[src/rtl/fir_filter.sv]
// Transposed-form FIR filter.
// Each tap multiplies the registered input sample by its coefficient and adds
// the partial sum of the tap behind it. The critical path is therefore one
// multiply plus one add for any tap count. Every sum is carried at 40 bits,
// which is exact for up to 256 taps of 16x16 products.
module fir_filter #(
   parameter int                 NUM_TAPS = 16,
   parameter logic signed [15:0] COEFFS [NUM_TAPS] = '{
      16'sd1,  16'sd2,  16'sd3,  16'sd4,  16'sd5,  16'sd6,  16'sd7,  16'sd8,
      16'sd9,  16'sd10, 16'sd11, 16'sd12, 16'sd13, 16'sd14, 16'sd15, 16'sd16
   }
) (
   input  logic               clk,
   input  logic               rst,
   input  logic signed [15:0] inp,
   output logic signed [39:0] outp
);

   // Registered input sample, shared by every tap multiplier
   logic signed [15:0] x_q;
   logic signed [15:0] x_d;

   // Partial-sum chain; s_q[0] is the filter output
   logic signed [39:0] s_q [NUM_TAPS];
   logic signed [39:0] s_d [NUM_TAPS];

   // Per-tap full-precision products
   logic signed [31:0] prod_s [NUM_TAPS];

   // Partial sums extended with a zero entry past the last tap
   logic signed [39:0] s_ext_s [NUM_TAPS+1];

   // Next-state logic: load the new sample, then multiply-accumulate each tap
   always_comb begin
      x_d = inp;
      for (int k = 0; k <= NUM_TAPS; k++) begin
         if (k < NUM_TAPS) begin
            s_ext_s[k] = s_q[k];
         end else begin
            s_ext_s[k] = 40'sd0;
         end
      end
      for (int k = 0; k < NUM_TAPS; k++) begin
         prod_s[k] = 32'(COEFFS[k]) * 32'(x_q);
         s_d[k]    = 40'(prod_s[k]) + s_ext_s[k+1];
      end
   end

   // State registers with synchronous reset that discards all history
   always_ff @(posedge clk) begin
      if (rst) begin
         x_q <= 16'sd0;
         for (int k = 0; k < NUM_TAPS; k++) begin
            s_q[k] <= 40'sd0;
         end
      end else begin
         x_q <= x_d;
         for (int k = 0; k < NUM_TAPS; k++) begin
            s_q[k] <= s_d[k];
         end
      end
   end

   // Output taken straight from the head of the partial-sum chain
   assign outp = s_q[0];

endmodule

[config.mk]
export PLATFORM = sky130hd
export DESIGN_NAME = fir_filter
export DESIGN_NICKNAME = d
export VERILOG_FILES = /design/src/rtl/fir_filter.sv
export SDC_FILE = /design/constraint.sdc
export NUM_CORES = 2
export LEC_CHECK = 0
export CORE_MARGIN = 3
export CORE_UTILIZATION = 55
export DETAILED_ROUTE_END_ITERATION = 10
export DONT_BUFFER_PORTS = 1
export GPL_TIMING_DRIVEN = 0
export PLACE_DENSITY = 0.74
export SLEW_MARGIN = 20
export SYNTH_ARGS = -nofsm -noshare
export SYNTH_HDL_FRONTEND = slang
export SYNTH_SLANG_ARGS = --single-unit
[constraint.sdc]
create_clock -name clk -period 26.8 [get_ports clk]
set_input_delay 5.36 -clock clk [delete_from_list [all_inputs] [get_ports clk]]
set_output_delay 5.36 -clock clk [all_outputs]
set_load 0.02 [all_outputs]
==> metrics.txt <==
cell leakage power 29.7 nW; DRC 0; Flop pwr share 26.4%; Starting Density 56.0%; hold_sp s_q[0][240]; syn nets 7377; I/O pin cnt 58; r2r setup slk between 15 and 20 ns; register area share after synthesis between 20% and 30%; FILL cells 8405; FMAX 0.124 GHz; most common flop cell mapped by yosys dfxtp_1; Core Box Area 95900 µm²; Worst-path clk slew 0.06 ns; portion of netlist area occupied by mux cells 0.186%; clock power share 20.4%; via count of the routed design 44886; site row count 113; Synth Area per Inst about 8.5 µm²; fin nets approximately 7500; Final setup violation count 0; simple-gate share of the synthesized area 14.2%; Synth Area in Adders 27.2%; Layout Cells excl Fill 7716; FF+latch area 12600 µm²; die area 101000 µm²; cts bufs inserted 75; Critical Path RT between 20 and 30 ns; post-synthesis compound-gate area fraction 20.4%; RSZ-0062 raised after global routing false; Total GRT Usage 27.1%; Routed WL 140000 µm; Multi-input gate area 38400 µm²; vias per std cell 5.82; Crit Path Max Fanout 39; Gate power share 53.2%; largest net degree at the start of global routing a little under 60; worst hold path depth 1; Slew headroom a little under a fifth; Final min period 8.10 ns; Routed Antenna Nets 0; Syn Inst Count 6307; Hold Fails Final Rpt 0; Tcrit/Tclk final a little under a third; clock tree buffer depth 3; Setup TNS 0 ns; CTS Hold Bufs 0; Post-Synth XOR/XNOR Area around a tenth; CTS tree built; Post-synth EDFFs 0; Detailed Route Iter0 Violations 3001; Worst VDD drop 0.0543 mV; NetSw 2.13 mW; Slew @ Worst Pin ~1.2 ns; H-tree lvl count 3; Post-Place Cells 7579; first-pass GRT wire length around 220000 µm; port buffer count 0; GP Congestion 0.977; Routed WL per cell 18.2 µm; Hold Path End s_q[0][200]; critical path class reg2reg; post-synth cell types 84; Critical R2R Launch x_q[1]; total power 5.07 mW; global route overflow 0; post-layout util 60.5%; DP Wirelength 109000 µm; reg2reg path depth 26; share of layout cells above drive strength 1 3.44%; sw frac 42.1%; Critical Path Start Type flop; CTS Root Cell clkbuf_16; status finished, final reports clean; vias in the first global route 44075; Die Ht 318 µm; Pwr Density 87.4 nW/µm²; Seq cells post-synth 631; largest family of logic cells by synthesized area adder cells; Post-Syn Area ~54000 µm²; Clock Skew between 0.02 and 0.025 ns; RR Endpoint s_q[0][478]; Setup crit end kind flop; Synth Warn # 0; Die Width between 300 and 400 µm; drt first pass iters 6; PostCTS Resize Cnt 0; antenna violations before repair 4; Synth async-reset ratio 0%; clk sink count 631; max-cap violations 0; Area Overhead vs Synth 7.98%; Int Pwr 2.93 mW; postcts setup bufs 0; Critical Path AT between 8 and 9 ns; clock latency on the worst-skew pair 0.65 ns; Slew Limit Fails 0; worst min path class reg2reg
## cells by family after synthesis
| kind of cell | after synthesis |
|---|---|
| flip-flops | 631 |
| AND/OR/NAND/NOR | 1636 |
| AO/OA/AOI/OAI | 1688 |
| XOR/XNOR | 569 |
| buffers and inverters | 722 |
| multiplexers | 9 |
| adder cells (fa/ha/maj) | 1052 |
## sequential cells by signal (all words and copies together), names as in the netlist
signal,count
s_q,615
x_q,16
## critical path, stage by stage, from the launching register on
cell and delay, ns:
dfxtp_1 1.03, ha_1 0.43, nand2_1 0.27, inv_1 0.11, fa_1 0.46, a21o_1 0.18
a21oi_1 0.24, nand2b_1 0.18, a21oi_1 0.10, a41oi_1 0.40, nand2_1 0.14, nand2_1 0.13
o21ai_0 0.19, xnor2_2 0.62, inv_2 0.55, ha_1 0.55, and3_1 0.24, nand2_1 0.08
nor2_1 0.06, a221oi_1 0.27, nand3_1 0.21, a31o_2 0.33, a311oi_1 0.41, o21ai_0 0.21
a31oi_1 0.26, xor2_1 0.17, nor2_1 0.05
## synthesized netlist by cell type (58+ instances only)
| cell type | instances | share of area, % |
|---|---|---|
| a21o_1 | 400 | 5.6 |
| a21oi_1 | 489 | 4.6 |
| a31oi_1 | 58 | 0.68 |
| and3_1 | 70 | 0.82 |
| clkbuf_1 | 143 | 1.0 |
| dfxtp_1 | 631 | 24 |
| fa_1 | 195 | 7.3 |
| ha_1 | 857 | 20 |
| inv_1 | 567 | 4.0 |
| nand2_1 | 270 | 1.9 |
| nand2b_1 | 74 | 0.86 |
| nand3_1 | 94 | 0.88 |
| nand4_1 | 63 | 0.73 |
| nor2_1 | 715 | 5.0 |
| nor2b_1 | 140 | 1.6 |
| nor3_1 | 85 | 0.79 |
| o21ai_0 | 303 | 2.8 |
| o21bai_1 | 91 | 1.3 |
| xnor2_1 | 343 | 5.6 |
| xor2_1 | 225 | 3.7 |
## power groups by stage
stage | Sequential [mW] | Combinational, mW | Clock, mW
after floorplan | 1.32 | 2.09 | 0
after global placement | 1.36 | 2.57 | 0
after detailed placement | 1.36 | 2.64 | 0
after CTS | 1.34 | 2.66 | 1.05
after global routing | 1.36 | 3.04 | 1.09
final | 1.34 | 2.70 | 1.03
## how the worst max path moves through the flow
stage               cells after the start           to    start
global placement                       20  s_q[0][556]  x_q[15]
CTS                                     5  s_q[0][516]      rst
global route                           26  s_q[0][559]   x_q[1]
detailed placement                      5  s_q[0][516]      rst
finish                                 26  s_q[0][478]   x_q[1]
floorplan                              20  s_q[0][556]  x_q[15]
## cell usage in the layout, fill, tap and decap left out, drive strengths merged, types with 18 or more instances in the layout
cell type / n
o21ai: 309
nor2b: 140
a221o: 19
a21o: 400
a21boi: 18
a41oi: 19
nand2b: 74
nor3: 85
buf: 18
dfxtp: 631
a21oi: 489
a211oi: 40
xor2: 225
and2: 35
nor2: 715
clkbuf: 248
or2: 24
and3: 70
inv: 572
o21a: 53
a31oi: 59
o21bai: 91
fa: 195
nand4: 63
o31ai: 39
nand3: 94
xnor2: 343
nand2: 270
clkinv: 22
ha: 857
## metal layers
metal	up-vias	part of all wire, %	GRT usage [%]
met5	-	0	0
met3	343	6.5	4.94
li1	22119	-	-
met2	1236	47	47.1
met4	0	4.8	12.0
met1	21188	41	32.6
## metrics by stage
stage	area, µm²	setup WS, ns	hold WS, ns
after floorplan	53700	14.65	0.414
after global placement	55300	7.37	0.416
after detailed placement	55500	17.93	0.427
after CTS	57900	18.62	0.441
after global routing	58000	18.29	0.460
final	58000	18.70	0.438
## layout make-up
| type | instances | share of cell area [%] |
|---|---|---|
| inverter | 568 | 3.68 |
| timing repair buffer | 9 | 0.289 |
| tap | 1265 | 2.73 |
| multi-input combinational | 4954 | 66.2 |
| sequential | 631 | 21.8 |
| clock buffer | 103 | 3.77 |
| clock inverter | 30 | 0.503 |
| antenna | 2 | 0.00863 |
| buffer | 154 | 1.04 |
No activity file was read; power rests on OpenSTA's default activity.
